File: src/rtl/id_stage.sv
// Instruction-decode stage: field extraction, control decode, 32x32 register file
// with WB write-through bypass, load-use hazard detection and the ID/EX register.
module id_stage #(
    parameter int NREG = 32,
    parameter int XLEN = 32
) (
    input  logic            clk_i,
    input  logic            n_rst_i,
    input  logic [31:0]     IFID_pc_i,
    input  logic [31:0]     IFID_ir_i,
    input  logic            MEM_do_branch_i,
    input  logic            WB_reg_write_i,
    input  logic [4:0]      WB_rd_addr_i,
    input  logic [XLEN-1:0] WB_rd_data_i,
    output logic            ID_stall_o,
    output logic [31:0]     IDEX_pc_o,
    output logic [XLEN-1:0] IDEX_rs_data_o,
    output logic [XLEN-1:0] IDEX_rt_data_o,
    output logic [XLEN-1:0] IDEX_imm_o,
    output logic [4:0]      IDEX_rs_addr_o,
    output logic [4:0]      IDEX_rt_addr_o,
    output logic [4:0]      IDEX_rd_addr_o,
    output logic [5:0]      IDEX_opcode_o,
    output logic [5:0]      IDEX_funct_o,
    output logic            IDEX_reg_write_o,
    output logic            IDEX_mem_read_o,
    output logic            IDEX_mem_write_o,
    output logic            IDEX_branch_o
);

    localparam logic [5:0] OP_RTYPE = 6'h00;
    localparam logic [5:0] OP_ADDI  = 6'h08;
    localparam logic [5:0] OP_LW    = 6'h23;
    localparam logic [5:0] OP_SW    = 6'h2b;
    localparam logic [5:0] OP_BEQ   = 6'h04;

    typedef struct packed {
        logic [31:0]     pc;
        logic [XLEN-1:0] rs_data;
        logic [XLEN-1:0] rt_data;
        logic [XLEN-1:0] imm;
        logic [4:0]      rs_addr;
        logic [4:0]      rt_addr;
        logic [4:0]      rd_addr;
        logic [5:0]      opcode;
        logic [5:0]      funct;
        logic            reg_write;
        logic            mem_read;
        logic            mem_write;
        logic            branch;
    } idex_t;

    logic [NREG-1:0][XLEN-1:0] rf_q;
    idex_t                     idex_q, idex_d, dec;

    logic [5:0]      opcode;
    logic [4:0]      rs, rt, rd;
    logic [XLEN-1:0] rs_data, rt_data;
    logic            wb_we, hazard;

    assign opcode = IFID_ir_i[31:26];
    assign rs     = IFID_ir_i[25:21];
    assign rt     = IFID_ir_i[20:16];
    assign rd     = IFID_ir_i[15:11];
    assign wb_we  = WB_reg_write_i && (WB_rd_addr_i != 5'd0);

    // Register 0 never written; bypass makes a same-cycle WB write visible to ID.
    always_comb begin
        rs_data = '0;
        rt_data = '0;
        if (rs != 5'd0) rs_data = (wb_we && WB_rd_addr_i == rs) ? WB_rd_data_i : rf_q[rs];
        if (rt != 5'd0) rt_data = (wb_we && WB_rd_addr_i == rt) ? WB_rd_data_i : rf_q[rt];
    end

    always_ff @(posedge clk_i or negedge n_rst_i) begin
        if (!n_rst_i) begin
            rf_q <= '0;
        end else if (wb_we) begin
            rf_q[WB_rd_addr_i] <= WB_rd_data_i;
        end
    end

    always_comb begin
        dec         = '0;
        dec.pc      = IFID_pc_i;
        dec.rs_data = rs_data;
        dec.rt_data = rt_data;
        dec.imm     = {{(XLEN-16){IFID_ir_i[15]}}, IFID_ir_i[15:0]};
        dec.rs_addr = rs;
        dec.rt_addr = rt;
        dec.opcode  = opcode;
        dec.funct   = IFID_ir_i[5:0];
        case (opcode)
            OP_RTYPE: begin dec.reg_write = 1'b1; dec.rd_addr = rd; end
            OP_ADDI:  begin dec.reg_write = 1'b1; dec.rd_addr = rt; end
            OP_LW:    begin dec.reg_write = 1'b1; dec.mem_read = 1'b1; dec.rd_addr = rt; end
            OP_SW:    dec.mem_write = 1'b1;
            OP_BEQ:   dec.branch    = 1'b1;
            default:  ;
        endcase
        if (dec.rd_addr == 5'd0) dec.reg_write = 1'b0;
    end

    assign hazard = idex_q.mem_read && (idex_q.rd_addr != 5'd0) &&
                    ((idex_q.rd_addr == rs) || (idex_q.rd_addr == rt));
    assign ID_stall_o = hazard && !MEM_do_branch_i;

    // Branch flush and load-use stall both drop a bubble into EX.
    assign idex_d = (MEM_do_branch_i || ID_stall_o) ? idex_t'('0) : dec;

    always_ff @(posedge clk_i or negedge n_rst_i) begin
        if (!n_rst_i) idex_q <= '0;
        else          idex_q <= idex_d;
    end

    assign IDEX_pc_o        = idex_q.pc;
    assign IDEX_rs_data_o   = idex_q.rs_data;
    assign IDEX_rt_data_o   = idex_q.rt_data;
    assign IDEX_imm_o       = idex_q.imm;
    assign IDEX_rs_addr_o   = idex_q.rs_addr;
    assign IDEX_rt_addr_o   = idex_q.rt_addr;
    assign IDEX_rd_addr_o   = idex_q.rd_addr;
    assign IDEX_opcode_o    = idex_q.opcode;
    assign IDEX_funct_o     = idex_q.funct;
    assign IDEX_reg_write_o = idex_q.reg_write;
    assign IDEX_mem_read_o  = idex_q.mem_read;
    assign IDEX_mem_write_o = idex_q.mem_write;
    assign IDEX_branch_o    = idex_q.branch;

endmodule
File: config.mk
export PLATFORM = sky130hd
export DESIGN_NAME = id_stage
export DESIGN_NICKNAME = d
export VERILOG_FILES = /design/src/rtl/id_stage.sv
export SDC_FILE = /design/constraint.sdc
export NUM_CORES = 2
export LEC_CHECK = 0
export CAP_MARGIN = 20
export CORE_UTILIZATION = 40
export DETAILED_ROUTE_END_ITERATION = 10
export GPL_TIMING_DRIVEN = 0
export PLACE_DENSITY_LB_ADDON = 0.08
export SYNTH_ARGS = -nofsm -noshare
export SYNTH_HDL_FRONTEND = slang
export SYNTH_SLANG_ARGS = --single-unit
File: constraint.sdc
create_clock -name clk_i -period 4.51 [get_ports clk_i]
set_input_delay 0.451 -clock clk_i [delete_from_list [all_inputs] [get_ports clk_i]]
set_output_delay 0.451 -clock clk_i [all_outputs]
set_load 0.005 [all_outputs]
==> out/qor.yml <==
outcome:
  status: "complete, no violations"
clock_tree:
  numCtsBuffers: 140
  cts.reportedPaths.clkPinSlew_ns: 0.06
  clockRootBuffer: "clkbuf_16"
  cts_max_level: 4
  cts_tree: "done"
  clock-sinks: 1161
  worstSkewPairLatency_ns: 0.81
  clockBufferDepth: 3
  post_cts_resized: 0
worst_hold_path:
  hp-class: "input port to flip-flop"
global_route:
  grt_pass1_vias: 42400
  grt_pass1_wl_mm: 333
  grt_overflow: 0
  antenna_found_initial: 14
  track_usage_pct: 31.9
  grt_max_degree: 168
pwr:
  ir_drop_mv: 0.282
  pwr-share-comb_pct: 19.4
  seqPwrFrac_pct: 43.4
  clkPwrFrac_pct: 37.2
  internal_power_mw: 22.6
  leakage_nw: 29.8
  switchingPower_mw: 8.65
  powerDensity_nw_per_um2: 445
  p_sw_share_pct: 27.7
  power.total_mw: 31.2
synth:
  synth-simple-area-share_pct: 4.35
  synth_xor_area_share_pct: 0.294
  synth_top_family_by_area: "multiplexers"
  synth-seq-cells: 1161
  yosysTopAreaCellShare_pct: 48.8
  synth.most_common_cell: "mux2_2"
  ys_warn_count: 0
  avgSynthCellArea_um2: 14.2
  synth_cells: 4183
  synthArstFlopShare_pct: 100
  yosysTopAreaCell: "dfrtp_1"
  synth.distinct_cells: 44
  synth.net_count: 4288
  synthMuxAreaShare_pct: 38.1
  yosysSeqAreaShare_pct: 48.8
  syn_area_um2: 59600
  synth_commonest_cells: "mux2_2 (1178), dfrtp_1 (1161), mux4_2 (388)"
  synthTopCellsByArea: "dfrtp_1 (49%), mux2_2 (22%), mux4_2 (15%)"
  synth-edff-count: 0
  synth_fa_ha_area_share_pct: 0
  synth_compound_area_share_pct: 4.63
  synthFlopType: "dfrtp_1"
die:
  fp.dieW_um: 388
  rows: 141
  start_util_pct: 40.3
  die_h_um: 388
  die-area_um2: 150000
  core_area_um2: 148000
  pin_count: 265
timing:
  worstMarginPinSlew_ns: 1.30
  slew_headroom_pct: 13.6
  setup_viol: 0
  fin_crit_ns: 3.91
  timing.final.ws_setup_ns: 0.605
  hold_viol: 0
  period_share_pct: 86.6
  fmax_ghz: 0.256
  report.final.slew_viol_count: 0
  finClkSkew_ns: 0.0344
  rsz0062_at_grt: "no"
routing:
  drtIter0Drc: 4040
  firstDrtPassIters: 8
  ant_nets: 0
  routed_via_density: 6.22
  wire_per_inst_um: 35.9
  wl_mm: 239
  route.detailed.drc: 0
  vias: 41500
placement:
  dpl.hpwl_mm: 166
  gp_congestion: 0.942
  placement.io_buffers: 252
  pre_cts_ws_ns: -0.0900
setup_path:
  crit_family: "buffers and inverters"
  path_cells: "clkdlybuf4s50_1 > buf_2 > nor2_1 > clkbuf_1 > o21ai_0 > o311ai_0 > nor3_1 > nor4_1"
  rrSetupSlack_ns: 1.35
  cp_slowest_stage_delay_ns: 0.86
  critPathCaptureType: "flip-flop"
  critPathRequiredTime_ns: 5.10
  worst_ep_arrival_time_ns: 4.49
  critPathMaxFanout: 10
  cp-start-kind: "input port"
  slowest_stage: "clkbuf_1"
  worstPathBufferInverterCount: 3
  critPathKind: "input port to flip-flop"
cells_and_area:
  areaGrowthSynthToFinish_pct: 17.6
  final_nets: 4730
  drive_gt1_share_pct: 43.8
  n_fill_cell: 13100
run:
  drv_cap: 0
-- power by group through the flow --
| stage | clock (mW) | combinational (mW) | sequential [mW] |
|---|---|---|---|
| floorplan | 0 | 4.17 | 13.3 |
| global placement | 0 | 5.87 | 13.7 |
| detailed placement | 0 | 6.02 | 13.6 |
| CTS | 11.8 | 6.04 | 13.5 |
| global route | 12.2 | 6.41 | 13.8 |
| finish | 11.6 | 6.06 | 13.5 |
-- sequential cells by signal (all words and copies together), names as in the netlist --
name              count
IDEX_imm_o           11
IDEX_rt_addr_o        5
IDEX_rt_data_o       32
rf_q               1024
IDEX_opcode_o         6
IDEX_rs_addr_o        5
IDEX_branch_o         1
IDEX_pc_o            32
IDEX_reg_write_o      1
IDEX_funct_o          5
IDEX_mem_read_o       1
IDEX_rd_addr_o        5
IDEX_rs_data_o       32
IDEX_mem_write_o      1
-- what timing repair did --
item                                   CTS  global route
setup endpoints to repair                0             0
endpoints found under the hold margin  135             0
buffers inserted                         0             0
hold buffers                             1             0
-- path summary, 6_finish.rpt --
check	start	cells past startpoint	to
min	IFID_ir_i[4]	2	IDEX_funct_o[4]$_DFF_PN0_
max reg2reg	IDEX_rd_addr_o[1]$_DFF_PN0_	5	IDEX_rt_data_o[11]$_DFF_PN0_
min reg2reg	rf_q[7]$_DFFE_PN0P_	1	rf_q[7]$_DFFE_PN0P_
max in group asynchronous	n_rst_i	4	IDEX_rs_data_o[18]$_DFF_PN0_
min in group asynchronous	n_rst_i	2	IDEX_imm_o[6]$_DFF_PN0_
max	IFID_ir_i[24]	8	IDEX_rs_data_o[2]$_DFF_PN0_
-- final cells by class --
type                            count  area, µm²  share of cell area, %
Tap cell                         1930       2410                   3.45
Clock buffer                      211       4220                   6.03
Clock inverter                     41        470                  0.671
Antenna cell                        5       12.5                 0.0179
Timing Repair Buffer              300       3380                   4.82
Inverter                            1       3.75                0.00536
Buffer                            488       2300                   3.29
Sequential cell                  1161      29100                   41.5
Multi-Input combinational cell   2533      28200                   40.3
-- kinds of logic after synthesis --
kind of cell / count (synthesis)
xor+xnor: 20
buf+inv: 489
compound gates: 390
mux: 1633
flops: 1161
simple gates: 490
-- per-stage QoR --
step | hold WS [ns] | area, µm² | setup TNS [ns] | util [%] | instances
2_1_floorplan | 0.155 | 59600 | 0 | - | 4183
3_3_place_gp | 0.453 | 64500 | - | 43.7 | 6365
3_5_place_dp | 0.465 | 65300 | -0.264 | 44.2 | 6406
4_1_cts | 0.166 | 70000 | 0 | 47.4 | 6659
5_1_grt | 0.201 | 70100 | 0 | 47.4 | 6666
6_report | 0.203 | 70100 | 0 | 47.4 | 6670
-- layout by cell type, fill, tap and decap left out, drive strengths merged, types with 27 or more instances in the layout --
cell type / n
buf: 322
clkinv: 28
nand2: 27
o21ai: 63
nor2b: 64
mux2: 1178
mux2i: 67
o311ai: 62
a22oi: 130
clkbuf: 425
nor4: 67
nor2: 153
dfrtp: 1161
o22ai: 63
clkdlybuf4s50: 251
mux4: 388
nor3: 65
a211oi: 65
and2: 65
-- routing by layer --
metal / GRT usage [%] / vias to the layer above / routed length [µm]
met5: 1.05 / - / 304
met4: 16.0 / 14 / 13400
met3: 8.94 / 593 / 21100
met2: 48.6 / 1954 / 108000
met1: 41.5 / 22100 / 97100
li1: - / 16800 / -
No activity file was read; power rests on OpenSTA's default activity.
